<file path="src/rtl/score_display_mux_if.sv">
`default_nettype none
// ============================================================================
// Module   : score_display_mux_if
// Brief    : Load/status/display bundle between a score source and the mux.
// Revision : 1.0
// ============================================================================
interface score_display_mux_if #(
  parameter int NUM_DIGITS  = 4,
  parameter int VALUE_WIDTH = 14
);
  logic [VALUE_WIDTH-1:0] value;
  logic                   load;
  logic                   busy;
  logic                   overflow;
  logic [6:0]             seg;
  logic [NUM_DIGITS-1:0]  an;

  modport master (output value, load, input busy, overflow, seg, an);
  modport slave  (input value, load, output busy, overflow, seg, an);
endinterface
`default_nettype wire

</file>
<file path="src/rtl/score_display_mux.sv">
`default_nettype none
// ============================================================================
// Module   : score_display_mux
// Brief    : Sequential binary-to-BCD converter with multiplexed 7-seg scan.
//            Define LEADING_ZERO_BLANK_EN to blank leading zero digits.
// Revision : 1.0
// ============================================================================
module score_display_mux #(
  parameter int NUM_DIGITS    = 4,
  parameter int VALUE_WIDTH   = 14,
  parameter int SCAN_DIV      = 50000,
  parameter int INVERT_OUTPUT = 1
) (
  input  wire logic          clk,
  input  wire logic          reset,
  score_display_mux_if.slave bus
);

  localparam int c_BCD_W = 4 * NUM_DIGITS;
  localparam int c_CNT_W = $clog2(VALUE_WIDTH + 1);
  localparam int c_DIV_W = $clog2(SCAN_DIV);
  localparam int c_IDX_W = (NUM_DIGITS > 1) ? $clog2(NUM_DIGITS) : 1;
  localparam logic c_INV = (INVERT_OUTPUT != 0);

  function automatic logic [63:0] f_max_val();
    logic [63:0] p;
    p = 64'd1;
    for (int i = 0; i < NUM_DIGITS; i++) p = p * 64'd10;
    return p - 64'd1;
  endfunction

  localparam logic [63:0] c_MAX_VAL = f_max_val();
  localparam logic [6:0]  c_SEG_RST = 7'b0111111 ^ {7{c_INV}};
  localparam logic [NUM_DIGITS-1:0] c_AN_RST =
    NUM_DIGITS'(1) ^ {NUM_DIGITS{c_INV}};

  function automatic logic [6:0] f_seg(input logic [3:0] d);
    case (d)
      4'd0:    return 7'b0111111;
      4'd1:    return 7'b0000110;
      4'd2:    return 7'b1011011;
      4'd3:    return 7'b1001111;
      4'd4:    return 7'b1100110;
      4'd5:    return 7'b1101101;
      4'd6:    return 7'b1111101;
      4'd7:    return 7'b0000111;
      4'd8:    return 7'b1111111;
      4'd9:    return 7'b1101111;
      default: return 7'b0000000;
    endcase
  endfunction

  typedef enum logic [1:0] {S_IDLE = 2'd0, S_SHIFT = 2'd1, S_COMMIT = 2'd2} state_t;

  state_t                 r_state;
  logic [VALUE_WIDTH-1:0] r_bin;
  logic [c_BCD_W-1:0]     r_bcd;
  logic [c_CNT_W-1:0]     r_cnt;
  logic                   r_ovf_pend;
  logic                   r_overflow;
  logic                   r_busy;
  logic [c_BCD_W-1:0]     r_digits;
  logic [c_DIV_W-1:0]     r_div;
  logic [c_IDX_W-1:0]     r_idx;
  logic [6:0]             r_seg;
  logic [NUM_DIGITS-1:0]  r_an;

  logic [c_BCD_W-1:0]     w_adj;
  logic [NUM_DIGITS-1:0]  w_blank;
  logic                   w_div_last;
  logic [c_IDX_W-1:0]     w_idx_nxt;
  logic [3:0]             w_digit;
  logic [6:0]             w_seg_act;

  always_comb begin
    w_adj = r_bcd;
    for (int i = 0; i < NUM_DIGITS; i++) begin
      if (r_bcd[4*i +: 4] >= 4'd5) w_adj[4*i +: 4] = r_bcd[4*i +: 4] + 4'd3;
    end
  end

  always_ff @(posedge clk) begin
    if (reset) begin
      r_state    <= S_IDLE;
      r_bin      <= '0;
      r_bcd      <= '0;
      r_cnt      <= '0;
      r_ovf_pend <= 1'b0;
      r_overflow <= 1'b0;
      r_busy     <= 1'b0;
      r_digits   <= '0;
    end else begin
      case (r_state)
        S_IDLE: begin
          if (bus.load) begin
            r_bin      <= bus.value;
            r_bcd      <= '0;
            r_cnt      <= '0;
            r_ovf_pend <= (64'(bus.value) > c_MAX_VAL);
            r_busy     <= 1'b1;
            r_state    <= S_SHIFT;
          end
        end
        S_SHIFT: begin
          // Carries out of the top nibble fall off; overflow masks them later.
          {r_bcd, r_bin} <= {w_adj, r_bin} << 1;
          r_cnt          <= r_cnt + 1'b1;
          if (r_cnt == c_CNT_W'(VALUE_WIDTH - 1)) r_state <= S_COMMIT;
        end
        S_COMMIT: begin
          r_digits   <= r_ovf_pend ? {NUM_DIGITS{4'd9}} : r_bcd;
          r_overflow <= r_ovf_pend;
          r_busy     <= 1'b0;
          r_state    <= S_IDLE;
        end
        default: r_state <= S_IDLE;
      endcase
    end
  end

  always_comb begin
    w_blank = '0;
`ifdef LEADING_ZERO_BLANK_EN
    begin : b_blank
      logic w_zero_run;
      w_zero_run = 1'b1;
      for (int i = NUM_DIGITS - 1; i > 0; i--) begin
        w_zero_run = w_zero_run && (r_digits[4*i +: 4] == 4'd0);
        w_blank[i] = w_zero_run;
      end
    end
`endif
  end

  // Outputs are built from the next index so an/seg stay aligned with r_idx.
  assign w_div_last = (r_div == c_DIV_W'(SCAN_DIV - 1));
  assign w_idx_nxt  = !w_div_last ? r_idx :
                      (r_idx == c_IDX_W'(NUM_DIGITS - 1)) ? '0 : r_idx + 1'b1;
  assign w_digit    = r_digits[w_idx_nxt*4 +: 4];
  assign w_seg_act  = w_blank[w_idx_nxt] ? 7'b0000000 : f_seg(w_digit);

  always_ff @(posedge clk) begin
    if (reset) begin
      r_div <= '0;
      r_idx <= '0;
      r_seg <= c_SEG_RST;
      r_an  <= c_AN_RST;
    end else begin
      r_div <= w_div_last ? '0 : r_div + 1'b1;
      r_idx <= w_idx_nxt;
      r_seg <= w_seg_act ^ {7{c_INV}};
      r_an  <= (NUM_DIGITS'(1) << w_idx_nxt) ^ {NUM_DIGITS{c_INV}};
    end
  end

  assign bus.busy     = r_busy;
  assign bus.overflow = r_overflow;
  assign bus.seg      = r_seg;
  assign bus.an       = r_an;

endmodule
`default_nettype wire

</file>
<file path="src/flat_wrapper.sv">
// flat-port wrapper written by rule: the top's interface ports become plain ports
module score_display_mux_flat 
#(
  parameter int NUM_DIGITS    = 4,
  parameter int VALUE_WIDTH   = 14,
  parameter int SCAN_DIV      = 50000,
  parameter int INVERT_OUTPUT = 1
)
  (clk, reset, bus_value, bus_load, bus_busy, bus_overflow, bus_seg, bus_an);
  score_display_mux_if #(.NUM_DIGITS(NUM_DIGITS), .VALUE_WIDTH(VALUE_WIDTH)) bus_i ();
  input  wire logic clk;
  input  wire logic reset;
  input wire logic [$bits(bus_i.value)-1:0] bus_value;
  input wire logic [$bits(bus_i.load)-1:0] bus_load;
  output wire logic [$bits(bus_i.busy)-1:0] bus_busy;
  output wire logic [$bits(bus_i.overflow)-1:0] bus_overflow;
  output wire logic [$bits(bus_i.seg)-1:0] bus_seg;
  output wire logic [$bits(bus_i.an)-1:0] bus_an;
  assign bus_i.value = bus_value;
  assign bus_i.load = bus_load;
  assign bus_busy = bus_i.busy;
  assign bus_overflow = bus_i.overflow;
  assign bus_seg = bus_i.seg;
  assign bus_an = bus_i.an;
  score_display_mux #(.NUM_DIGITS(NUM_DIGITS), .VALUE_WIDTH(VALUE_WIDTH), .SCAN_DIV(SCAN_DIV), .INVERT_OUTPUT(INVERT_OUTPUT)) u_core (.clk(clk), .reset(reset), .bus(bus_i));
endmodule
</file>
<file path="config.mk">
export PLATFORM = sky130hd
export DESIGN_NAME = score_display_mux_flat
export DESIGN_NICKNAME = d
export VERILOG_FILES = /design/src/rtl/score_display_mux_if.sv /design/src/rtl/score_display_mux.sv /design/src/flat_wrapper.sv
export SDC_FILE = /design/constraint.sdc
export NUM_CORES = 1
export LEC_CHECK = 0
export ABC_AREA = 1
export CORE_MARGIN = 2
export CORE_UTILIZATION = 53
export CTS_CLUSTER_SIZE = 16
export DETAILED_ROUTE_END_ITERATION = 10
export PLACE_DENSITY = 0.78
export SLEW_MARGIN = 20
export SYNTH_ARGS = -nofsm -noshare
export SYNTH_HDL_FRONTEND = slang
export SYNTH_SLANG_ARGS = --single-unit
</file>
<file path="constraint.sdc">
create_clock -name clk -period 2.2 [get_ports clk]
set_input_delay 0.44 -clock clk [delete_from_list [all_inputs] [get_ports clk]]
set_output_delay 0.44 -clock clk [all_outputs]
set_load 0.005 [all_outputs]
</file>
# Word-level counts from Yosys, hierarchy flattened
# Memories as Yosys holds them, arrays and structs flattened.
# Cells that the tools add are included.
[totals]
ff_bits = 84
latch_bits = 0
ramBits = 0
mem_bits_ro = 112
inputBits = 17
output_inout_bits = 13
elab_cells = 66
memories = 1
[classes]
addsub = 7
multipliers = 0
div_mod_pow = 0
order_cmp = 6
eq_ne = 7
shifts = 2
muxes = 21
bitwise_logic = 2
n_reduce_logical = 8
[mem_list]
columns = ["memory", "depth", "word_bits", "read_ports", "rd_clocked_by_memory_dff", "wr", "line", "source"]
rows = [
  ["(no name shown)", 16, 7, 1, 0, 0, "score_display_mux.sv:38", "case (d)"],
]
[ops]
columns = ["cell", "count"]
rows = [
  ["$mux 16", 2],
  ["$pmux 16 s2", 1],
  ["$pmux 14 s2", 1],
  ["$add 16x1->16 const B", 1],
  ["$eq 16x16->1 const B", 1],
  ["$ge 4x3->1 const B", 4],
  ["$mux 4", 4],
  ["$shiftx 16x5->4", 1],
  ["$gt 14x14->1 const B", 1],
  ["$mux 14", 1],
  ["$add 4x2->4 const B", 3],
  ["$mux 2", 4],
  ["$pmux 4 s2", 1],
  ["$reduce_and 2->1", 4],
  ["$mux 7", 1],
  ["$not 7->7", 1],
  ["$add 4x1->4 const B", 1],
  ["$eq 2x2->1 const B", 2],
  ["$eq 4x4->1 const B", 1],
  ["$not 4->4", 1],
  ["$pmux 2 s2", 1],
  ["$reduce_bool 2->1", 2],
  ["$shl 1x2->4 const A", 1],
  ["$add 3x2->3 const B", 1],
  ["11 further kinds", 12],
]

# Logic depth before layout (Yosys ltp)
# Gate-level depths: netlist (run 1).
[logic_depth]
depth_word = 7
mapped_depth = 19
ltp_nobuf = 18

# Worst setup path before layout (run 1)
# No wires, ideal clock.
[synth_timing]
kind = "reg2reg"
startpoint = "register u_core.r_div[0]"
endpoint = "register u_core.r_seg[0] (netlist: u_core.bus.seg[0])"
arrival_time_ns = 2.027
t_required_ns = 2.065
setup_slack_ns = 0.038
path_stages_with_launch = 17
path_buffers = 1
period_less_slack_ns = 2.162
cell_sequence = "dfxtp_1 > ha_1 > nand3_2 > nor2_4 > nand2_2 > nand2_2 > nand2_2 > buf_6 > nand3_1 > nand2_1 > nor2_1 > inv_1 > ha_1 > inv_1 > nand3_1 > nand3_1 > a21oi_2"
[synth_via]
elab_chain_len = 6
word_cells_on_any_way = 8
cone_classes = "eq/ne (1); shift (1); mux (4); bitwise (1); memory (1)"
[synth_rtl]
columns = ["element", "line", "source"]
rows = [
  ["start, declared", "score_display_mux.sv:63", "logic [c_DIV_W-1:0] r_div;"],
  ["start signal, assigned", "score_display_mux.sv:149", "r_div <= w_div_last ? '0 : r_div + 1'b1;"],
  ["$eq 16x16->1 *", "score_display_mux.sv:136", "assign w_div_last = (r_div == c_DIV_W'(SCAN_DIV - 1));"],
  ["$mux 2 *", "score_display_mux.sv:137", "assign w_idx_nxt = !w_div_last ? r_idx :"],
  ["$shiftx 16x5->4 / $bmux 1 s2 (equally long branches)", "score_display_mux.sv:139, score_display_mux.sv:140", ""],
  ["$mem_v2 16x7 / $mux 1 (equally long branches)", "-", ""],
  ["$mux 7 *", "score_display_mux.sv:140", "assign w_seg_act = w_blank[w_idx_nxt] ? 7'b0000000 : f_seg(w_digit);"],
  ["$not 7->7 (no source line) *", "-", ""],
  ["end signal, assigned", "score_display_mux.sv:146", "r_seg <= c_SEG_RST;"],
  ["end signal, assigned", "score_display_mux.sv:151", "r_seg <= w_seg_act ^ {7{c_INV}};"],
  ["end, declared", "score_display_mux.sv:65", "logic [6:0] r_seg;"],
]
# Mark *: on every way between the ends. The rest lies on a longest branch, timed or not. The select of a mux whose other input is x is not followed.
# A chain may end at the register's enable or synchronous reset.

# Worst setup path in the final report (run 1)
[layout_timing]
startpoint = "register u_core.r_idx[0]"
endpoint = "register u_core.r_seg[3] (netlist: u_core.bus.seg[3])"
[layout_via]
elab_chain_len = 7
word_cells_on_any_way = 10
cone_classes = "add/sub (1); eq/ne (1); shift (1); mux (5); bitwise (1); memory (1)"
[layout_rtl]
columns = ["element", "line", "source"]
rows = [
  ["start, declared", "score_display_mux.sv:64", "logic [c_IDX_W-1:0] r_idx;"],
  ["start signal, assigned", "score_display_mux.sv:150", "r_idx <= w_idx_nxt;"],
  ["$add 2x1->2 / $eq 2x2->1 (equally long branches)", "score_display_mux.sv:138", "(r_idx == c_IDX_W'(NUM_DIGITS - 1)) ? '0 : r_idx + 1'b1;"],
  ["$mux 2", "score_display_mux.sv:138", ""],
  ["$mux 2 *", "score_display_mux.sv:137", ""],
  ["$shiftx 16x5->4 / $bmux 1 s2 (equally long branches)", "score_display_mux.sv:139, score_display_mux.sv:140", ""],
  ["$mem_v2 16x7 / $mux 1 (equally long branches)", "-", ""],
  ["$mux 7 *", "score_display_mux.sv:140", ""],
  ["$not 7->7 (no source line) *", "-", ""],
]
# Marks and branches as above.

==> results of run 1 <==
area by class of cell:
cell class | instances | area, sq um | share of cell area
multi-input cells | 341 | 2070 | 0.423
flip-flops and latches | 84 | 1690 | 0.346
repair buffers | 54 | 478 | 0.0979
inverters | 74 | 278 | 0.0569
clock buffers | 12 | 155 | 0.0318
well taps | 99 | 124 | 0.0254
clock inverters | 4 | 95.1 | 0.0195
critical path: cells and delay by family (launching register included):
family	cells	cell delay (ps)
fa+ha+maj	2	450
buf+inv	4	350
simple gates	9	840
compound gates	1	50
flops	1	380
worst paths after layout:
check                           end  cells past startpoint  slack, ps
setup / recovery  u_core.bus.seg[3]                     16         30
hold / removal      u_core.r_bin[3]                      2        450
setup reg to reg  u_core.bus.seg[3]                     16         30
hold reg to reg     u_core.r_bin[3]                      2        450
layer usage:
| layer | GRT usage | wire length, microns |
|---|---|---|
| met3 | 0.0382 | 594 |
| met1 | 0.280 | 3900 |
| met4 | 0.0947 | 209 |
| met2 | 0.380 | 4480 |
| met5 | 0 | 0 |
synth_stat cells (4+ instances only):
library cell,count,area share
nand3_1,32,0.040
o22ai_1,4,0.0062
a22oi_1,4,0.0075
inv_2,4,0.0037
nand2_2,13,0.020
a211oi_1,8,0.015
ha_1,17,0.053
nand2_4,5,0.014
a21oi_2,4,0.0087
nand2_1,78,0.073
a21oi_1,40,0.050
inv_1,70,0.065
nor2_1,47,0.044
clkbuf_1,16,0.015
o32ai_1,5,0.011
o221ai_1,8,0.017
a32o_1,5,0.012
o21ai_0,20,0.025
dfxtp_1,84,0.42
nor3_1,12,0.015
xor2_1,6,0.013
nand3_2,7,0.017
through the flow:
| step | cell area [sq um] | std cells | TNS, ps |
|---|---|---|---|
| finish | 4880 | 668 | 0 |
| floorplan | 4020 | 517 | 0 |
| detailed placement | 4540 | 651 | -22.9 |
| CTS | 4800 | 667 | 0 |
| global route | 4880 | 668 | -660 |
| global placement | 4540 | 651 | 0 |
cell families after synthesis:
kind of cell / share of synthesized area
xor+xnor: 0.0131
buf+inv: 0.0881
fa+ha+maj: 0.0529
compound gates: 0.177
simple gates: 0.250
flops: 0.418
sequential cells by signal, indices dropped and copies added, names as in the netlist:
name and count:
u_core.r_div 16, u_core.bus.an 4, u_core.r_state 2, u_core.r_bin 14, u_core.r_cnt 4, u_core.r_digits 16
u_core.bus.seg 7, u_core.r_idx 2, u_core.r_ovf_pend 1, u_core.bus.overflow 1, u_core.r_bcd 16, u_core.bus.busy 1
power by group:
group	leakage, nW	switching [mW]	internal [mW]
clock	0.127	0.551	0.816
combinational	1.08	0.125	0.0882
sequential	0.683	0.0228	1.56
repair_timing:
item / 4_1_cts / 5_1_grt
hold buffers: 0 / 0
pin swaps: 2 / 7
setup buffers: 0 / 1
hold endpoints to repair: 0 / 0
resized for setup: 3 / 22
endpoints found under the setup margin: 2 / 7
==> impl_metrics.yaml, run 1 <==
critical_path:
  critPathRequiredTime_ps: 2440
  cp_max_fo: 5
  path_class: "flip-flop to flip-flop"
  crit_start: "u_core.r_idx[0]"
  cp-start-kind: "flip-flop"
  slowest_stage: "dfxtp_1"
  worstPathCellList: "ha_1 -> nor2_1 -> inv_1 -> nand3_1 -> nand2_2 -> buf_4 -> nand2_1 -> nand2_1 -> nand2_2 -> nand2_4 -> inv_2 -> ha_1 -> inv_1 -> nand2_1 -> nand3_2 -> a21oi_2"
  endpoint_kind: "flip-flop"
  crit_path_max_incr_delay_ps: 380
  crit_arrival_ps: 2410
  cpMostUsedCell: "nand2_1"
  r2r_start: "u_core.r_idx[0]"
floorplan:
  die_h_microns: 91.1
  initial_core_util: 0.551
  fp-row-count: 31
  io_pins: 30
  die-width_microns: 91.1
  coreArea_sq_um: 7290
  dieArea_sq_um: 8300
power_and_ir_drop:
  totalPowerFinal_mw: 3.16
  power_density_nw_per_um2: 647
  ir_worst_vdd_mv: 0.443
  p_leak_nw: 1.89
hold_path:
  hp-class: "flip-flop to flip-flop"
  hp-start: "u_core.r_bin[3]"
cts:
  h-tree-depth: 3
  cts_tree: "yes"
  numCtsBuffers: 9
  clk_path_buf_depth: 2
  cts.sinks: 84
  cts_root_buffer: "clkbuf_8"
  clock_latency_ps: 350
  clk_pin_slew_worst_paths_ps: 80
logic_synthesis:
  synth_area_sq_um: 4020
  ys_seq_area_frac: 0.418
  syn_nets: 551
  synth.avg_cell_area_sq_um: 7.77
  synth-edff-count: 0
  ys_async_sr_fraction: 0
  synthDistinctLibCells: 38
  ys.flop_type: "dfxtp_1"
  ys_warn_count: 0
  synth_cells: 517
  synth_seq_cells: 84
sta:
  fin_hold_ws_ps: 451
  rsz0062_at_grt: "true"
  fin_worst_skew_ps: 11.9
  hold_viol: 0
  setup_viol: 0
  slew_headroom: 0.602
  finalCritPeriodShare: 0.985
  setup_ws_ps: 32.5
  min_period_ps: 2170
  slew_viol_final: 0
  worst_pin_slew_ps: 595
  max_freq_ghz: 0.461
global_routing:
  gr-total-overflow: 0
  grt_pass1_vias: 3421
  grt_max_degree: 27
  grt_usage: 0.224
  grt_pass1_wl_microns: 15300
  antenna_found_initial: 0
drt:
  first_pass_iters: 6
  wire_per_inst_microns: 13.7
  vias: 3669
  drtIter0Drc: 262
  wl_microns: 9180
  drc: 0
  ant_nets: 0
  avgViaCountPerCell: 5.49
final_layout:
  fillCellCount: 616
  final_common_cell: "dfxtp_1"
  n_antenna_cell: 0
  drive_gt1_frac: 0.169
  fin_nets: 598
  layout_common_cells: "79 x dfxtp_1, 76 x nand2_1, 70 x inv_1"
  area_delta_synth_final_pct: 21.5
  utilization: 0.670
job:
  drv_cap: 0
placed_design:
  routabilityCongestion: 0.873
  io_buffer_count: 29
  post-place-ws_ps: -22.9
  hpwl_microns: 6450
run_status:
  status: "finished clean"
Note: power is estimated with default switching activity, not from simulation.
==> run 2, diff against run 1 <==
--- a/config.mk
+++ b/config.mk
@@ -8,8 +8,8 @@
 export ABC_AREA = 1
 export CORE_MARGIN = 2
 export CORE_UTILIZATION = 53
-export CTS_CLUSTER_SIZE = 16
 export DETAILED_ROUTE_END_ITERATION = 10
+export MAX_ROUTING_LAYER = met4
 export PLACE_DENSITY = 0.78
 export SLEW_MARGIN = 20
 export SYNTH_ARGS = -nofsm -noshare
==> run 2 against run 1 <==
Critical path depth is the same; clock power about the same; first-iteration DRC count down 14%; critical path type unchanged; critical endpoint unchanged; largest power group unchanged.
==> impl_metrics.yaml, run 2 (synthesis gave the netlist of run 1 again) <==
critical_path:
  r2r_end: "u_core.bus.seg[3]"
  slowest_stage: "dfxtp_1"
  rrSetupSlack_ps: 20
  worst-path-buf-inv: 4
  crit_path_max_incr_delay_ps: 380
  r2r_start: "u_core.r_idx[0]"
  worstPathCellList: "ha_1 -> nor2_1 -> inv_1 -> nand3_1 -> nand2_2 -> buf_4 -> nand2_1 -> nand2_1 -> nand2_2 -> nand2_4 -> inv_2 -> ha_1 -> inv_1 -> nand2_1 -> nand3_2 -> a21oi_2"
  cp-start-kind: "flip-flop"
  critPathRequiredTime_ps: 2440
  cpMostUsedCell: "nand2_1"
  r2r_cells: 16
  cp_max_fo: 5
  crit_arrival_ps: 2420
  path_class: "flip-flop to flip-flop"
  endpoint_kind: "flip-flop"
  path_delay_family: "simple AND/OR/NAND/NOR gates"
  cp.depth: 16
job:
  drv_cap: 0
drt:
  avgViaCountPerCell: 5.46
  ant_nets: 0
  wl_microns: 9180
  drtIter0Drc: 226
  drc: 0
  wire_per_inst_microns: 13.7
  vias: 3650
  first_pass_iters: 8
power_and_ir_drop:
  power.share.clock: 0.433
  p_comb_frac: 0.067
  power_density_nw_per_um2: 648
  ir_worst_vdd_mv: 0.443
  p_leak_nw: 1.89
  pwr-share-seq: 0.500
  swShare: 0.222
  p_sw_mw: 0.701
  internal_power_mw: 2.46
global_routing:
  antenna_found_initial: 0
  grt_pass1_wl_microns: 15300
  grt_max_degree: 27
  gr-total-overflow: 0
  grt_usage: 0.230
  grt_use_met1: 0.280
  met3_usage: 0.0382
  grt_pass1_vias: 3423
  grtUsageMet2: 0.380
  top_usage_layer: "met2"
final_layout:
  drive_gt1_frac: 0.169
  fin_cells: 668
  n_antenna_cell: 0
  fin_nets: 598
  layout_common_cells: "79 x dfxtp_1, 76 x nand2_1, 70 x inv_1"
  fillCellCount: 616
  regArea_sq_um: 1690
  reg_top3: "u_core.r_bcd: 16 flops, u_core.r_digits: 16 flops, u_core.r_div: 16 flops"
  final_common_cell: "dfxtp_1"
  area_delta_synth_final_pct: 21.5
  multiInputGateArea_sq_um: 2070
sta:
  max_freq_ghz: 0.458
  fin_worst_skew_ps: 12.5
  rsz0062_at_grt: "true"
  setup_viol: 0
  finalSetupTns_ps: 0
  hold_viol: 0
  slew_viol_final: 0
  slew_headroom: 0.611
  min_period_ps: 2180
  worst_pin_slew_ps: 579
  finalCritPeriodShare: 0.992
hold_path:
  hold_depth: 2
  hp-start: "u_core.r_bin[3]"
  hp-class: "flip-flop to flip-flop"
  hold_end: "u_core.r_bin[3]"
floorplan:
  dieArea_sq_um: 8300
  io_pins: 30
  die_h_microns: 91.1
  coreArea_sq_um: 7290
  die-width_microns: 91.1
  fp-row-count: 31
  initial_core_util: 0.551
cts:
  cts_root_buffer: "clkbuf_8"
  cts.sinks: 84
  clk_path_buf_depth: 2
  cts_tree: "yes"
  clk_pin_slew_worst_paths_ps: 80
  clock_latency_ps: 360
  numCtsBuffers: 9
  h-tree-depth: 3
placed_design:
  routabilityCongestion: 0.887
  io_buffer_count: 29
  hpwl_microns: 6450
  dpl.cell_count: 651
run_status:
  status: "finished clean"
run 2: cell counts in the layout (fill, tap and decap cells not counted):
No cell type changed its count.
run 2: timing repair:
action | in CTS | in global routing
setup endpoints to repair | 2 | 7
hold buffers | 0 | 0
pin swaps | 2 | 6
resized for setup | 3 | 22
buffers inserted | 0 | 1
run 2: area by class of cell:
type / instances / share of cell area
multi-input cells: 341 / 0.423
flip-flops and latches: 84 / 0.346
repair buffers: 54 / 0.0979
inverters: 74 / 0.0569
clock buffers: 12 / 0.0318
well taps: 99 / 0.0254
clock inverters: 4 / 0.0195
run 2: how the worst max path moves through the flow:
stage,start,end
floorplan,u_core.r_div[0],u_core.bus.seg[0]
global placement,u_core.r_div[0],u_core.bus.seg[3]
detailed placement,u_core.r_div[0],u_core.bus.seg[3]
CTS,u_core.r_div[0],u_core.bus.seg[3]
global route,u_core.r_idx[0],u_core.bus.seg[4]
finish,u_core.r_idx[0],u_core.bus.seg[3]
run 2: worst reg2reg max path: stages (launching register included):
cell and delay (ps):
dfxtp_1 380, ha_1 230, nor2_1 170, inv_1 80, nand3_1 120, nand2_2 90
buf_4 150, nand2_1 70, nand2_1 80, nand2_2 80, nand2_4 80, inv_2 70
ha_1 220, inv_1 60, nand2_1 90, nand3_2 80, a21oi_2 50
run 2: per-stage QoR:
stage	power [mW]	setup WS (ps)	hold slack (ps)	area (sq um)	util
6_report	3.16	18.0	451	4880	0.670
5_1_grt	3.26	-159	469	4880	0.670
4_1_cts	3.16	5.38	451	4800	0.658
3_5_place_dp	1.82	-22.9	436	4540	0.622
3_3_place_gp	1.81	91.5	433	4540	0.622
2_1_floorplan	1.73	38.4	418	4020	-
run 2: power groups by stage:
stage               clock network [mW]  logic [mW]  registers (mW)
global route                      1.44       0.236            1.58
detailed placement                   0       0.209            1.61
finish                            1.37       0.213            1.58
floorplan                            0       0.120            1.61
global placement                     0       0.204            1.61
CTS                               1.37       0.211            1.58
run 2: metal layers:
layer / part of all wire / vias up / wire length (microns)
li1: - / 1818 / -
met1: 0.44 / 1690 / 4010
met2: 0.48 / 118 / 4440
met3: 0.058 / 24 / 533
met4: 0.022 / 0 / 199
met5: 0 / - / 0
==> run 3, diff against run 2 <==
--- a/config.mk
+++ b/config.mk
@@ -11,6 +11,7 @@
 export DETAILED_ROUTE_END_ITERATION = 10
 export MAX_ROUTING_LAYER = met4
 export PLACE_DENSITY = 0.78
+export RECOVER_POWER = 50
 export SLEW_MARGIN = 20
 export SYNTH_ARGS = -nofsm -noshare
 export SYNTH_HDL_FRONTEND = slang
==> run 3 against run 2 <==
Register-to-register slack better by 20 ps; power is 0.20% lower; final cell count unchanged; combinational power barely moved; critical path type unchanged; critical endpoint unchanged.
==> impl_metrics.yaml, run 3 (synthesis gave the netlist of run 1 again) <==
run_status:
  status: "finished clean"
sta:
  worst_pin_slew_ps: 579
  hold_viol: 0
  setup_viol: 0
  slew_viol_final: 0
  finalCritPeriodShare: 0.985
  fin_worst_skew_ps: 12.2
  rsz0062_at_grt: "true"
  max_freq_ghz: 0.462
  fin_hold_ws_ps: 451
  slew_headroom: 0.613
  min_period_ps: 2170
final_layout:
  layout_common_cells: "79 x dfxtp_1, 76 x nand2_1, 70 x inv_1"
  n_antenna_cell: 0
  fillCellCount: 615
  regArea_sq_um: 1690
  area_delta_synth_final_pct: 21.4
  drive_gt1_frac: 0.167
  final_common_cell: "dfxtp_1"
  reg_top3: "u_core.r_bcd: 16 flops, u_core.r_digits: 16 flops, u_core.r_div: 16 flops"
  fin_nets: 598
  multiInputGateArea_sq_um: 2070
drt:
  drtIter0Drc: 221
  drc: 0
  wire_per_inst_microns: 13.7
  wl_microns: 9120
  ant_nets: 0
  avgViaCountPerCell: 5.46
  first_pass_iters: 6
  vias: 3644
power_and_ir_drop:
  totalPowerFinal_mw: 3.16
  pwr-share-seq: 0.501
  ir_worst_vdd_mv: 0.443
  p_sw_mw: 0.697
  p_leak_nw: 1.88
  swShare: 0.221
  power_density_nw_per_um2: 647
  p_comb_frac: 0.067
  power.share.clock: 0.433
  internal_power_mw: 2.46
placed_design:
  io_buffer_count: 29
  hpwl_microns: 6450
  routabilityCongestion: 0.887
floorplan:
  io_pins: 30
  initial_core_util: 0.551
  die_h_microns: 91.1
  coreArea_sq_um: 7290
  fp-row-count: 31
  die-width_microns: 91.1
  dieArea_sq_um: 8300
job:
  drv_cap: 0
critical_path:
  rrSetupSlack_ps: 30
  path_class: "flip-flop to flip-flop"
  critPathRequiredTime_ps: 2440
  cp-start-kind: "flip-flop"
  cp_max_fo: 5
  endpoint_kind: "flip-flop"
  crit_arrival_ps: 2410
global_routing:
  antenna_found_initial: 0
  grt_pass1_vias: 3423
  grt_usage: 0.230
  gr-total-overflow: 0
  grt_pass1_wl_microns: 15300
  grt_max_degree: 27
cts:
  cts_tree: "yes"
  cts.sinks: 84
  numCtsBuffers: 9
  cts_hold_buf: 0
  cts_root_buffer: "clkbuf_8"
  clock_latency_ps: 360
  clk_path_buf_depth: 2
  clk_pin_slew_worst_paths_ps: 80
  h-tree-depth: 3
hold_path:
  hp-class: "flip-flop to flip-flop"
run 3: changes by cell type in the layout (fill, tap and decap cells not counted):
| cell | delta |
|---|---|
| buf_4 | -1 |
| clkdlybuf4s50_1 | -2 |
| clkbuf_1 | +1 |
| dlygate4sd3_1 | +2 |
run 3: per-layer routing:
| metal | track usage | routed length, microns | vias to the layer above |
|---|---|---|---|
| met1 | 0.280 | 3940 | 1686 |
| met2 | 0.380 | 4460 | 116 |
| met4 | 0.0947 | 206 | 0 |
| li1 | - | - | 1818 |
| met3 | 0.0382 | 516 | 24 |
| met5 | - | 0 | - |
run 3: power groups by stage:
stage                     combinational (mW)  sequential [mW]  clock (mW)
after detailed placement               0.209             1.61           0
after global routing                   0.234             1.58        1.44
after floorplan                        0.120             1.61           0
final                                  0.211             1.58        1.37
after CTS                              0.211             1.58        1.37
after global placement                 0.204             1.61           0
run 3: critical path, cell delays in order, from the launching register on:
cell,delay [ps]
dfxtp_1,380
ha_1,220
nor2_1,160
inv_1,80
nand3_1,120
nand2_2,90
buf_4,150
nand2_1,60
nand2_1,80
nand2_2,80
nand2_4,80
inv_2,70
ha_1,220
inv_1,60
nand2_1,80
nand3_2,80
a21oi_2,50
run 3: worst paths after layout:
| path | start | end | depth (start not counted) |
|---|---|---|---|
| worst max-delay path | u_core.r_idx[0] | u_core.bus.seg[3] | 16 |
| worst min-delay path | u_core.r_bin[3] | u_core.r_bin[3] | 2 |
| worst max register to register | u_core.r_idx[0] | u_core.bus.seg[3] | 16 |
| worst min register to register | u_core.r_bin[3] | u_core.r_bin[3] | 2 |
run 3: final cells by class:
cell class / instances / area share
timing repair buffer: 54 / 0.0972
clock inverter: 4 / 0.0195
inverter: 74 / 0.0569
clock buffer: 12 / 0.0318
sequential: 84 / 0.346
multi-input combinational: 341 / 0.423
tap: 99 / 0.0254
run 3: what timing repair did:
action,in CTS,in global routing
setup endpoints to repair,2,7
resized for setup,3,22
buffers inserted,0,1
pin swaps,2,6
run 3: through the flow:
stage                     utilization  setup WS, ps  area (sq um)  TNS, ps  cells
final                           0.669          33.7          4880        0    668
after global routing            0.669          -159          4880     -675    668
after CTS                       0.658          5.38          4800        0    667
after detailed placement        0.622         -22.9          4540    -22.9    651
after global placement          0.622          91.5          4540        0    651
after floorplan                     -          38.4          4020        0    517
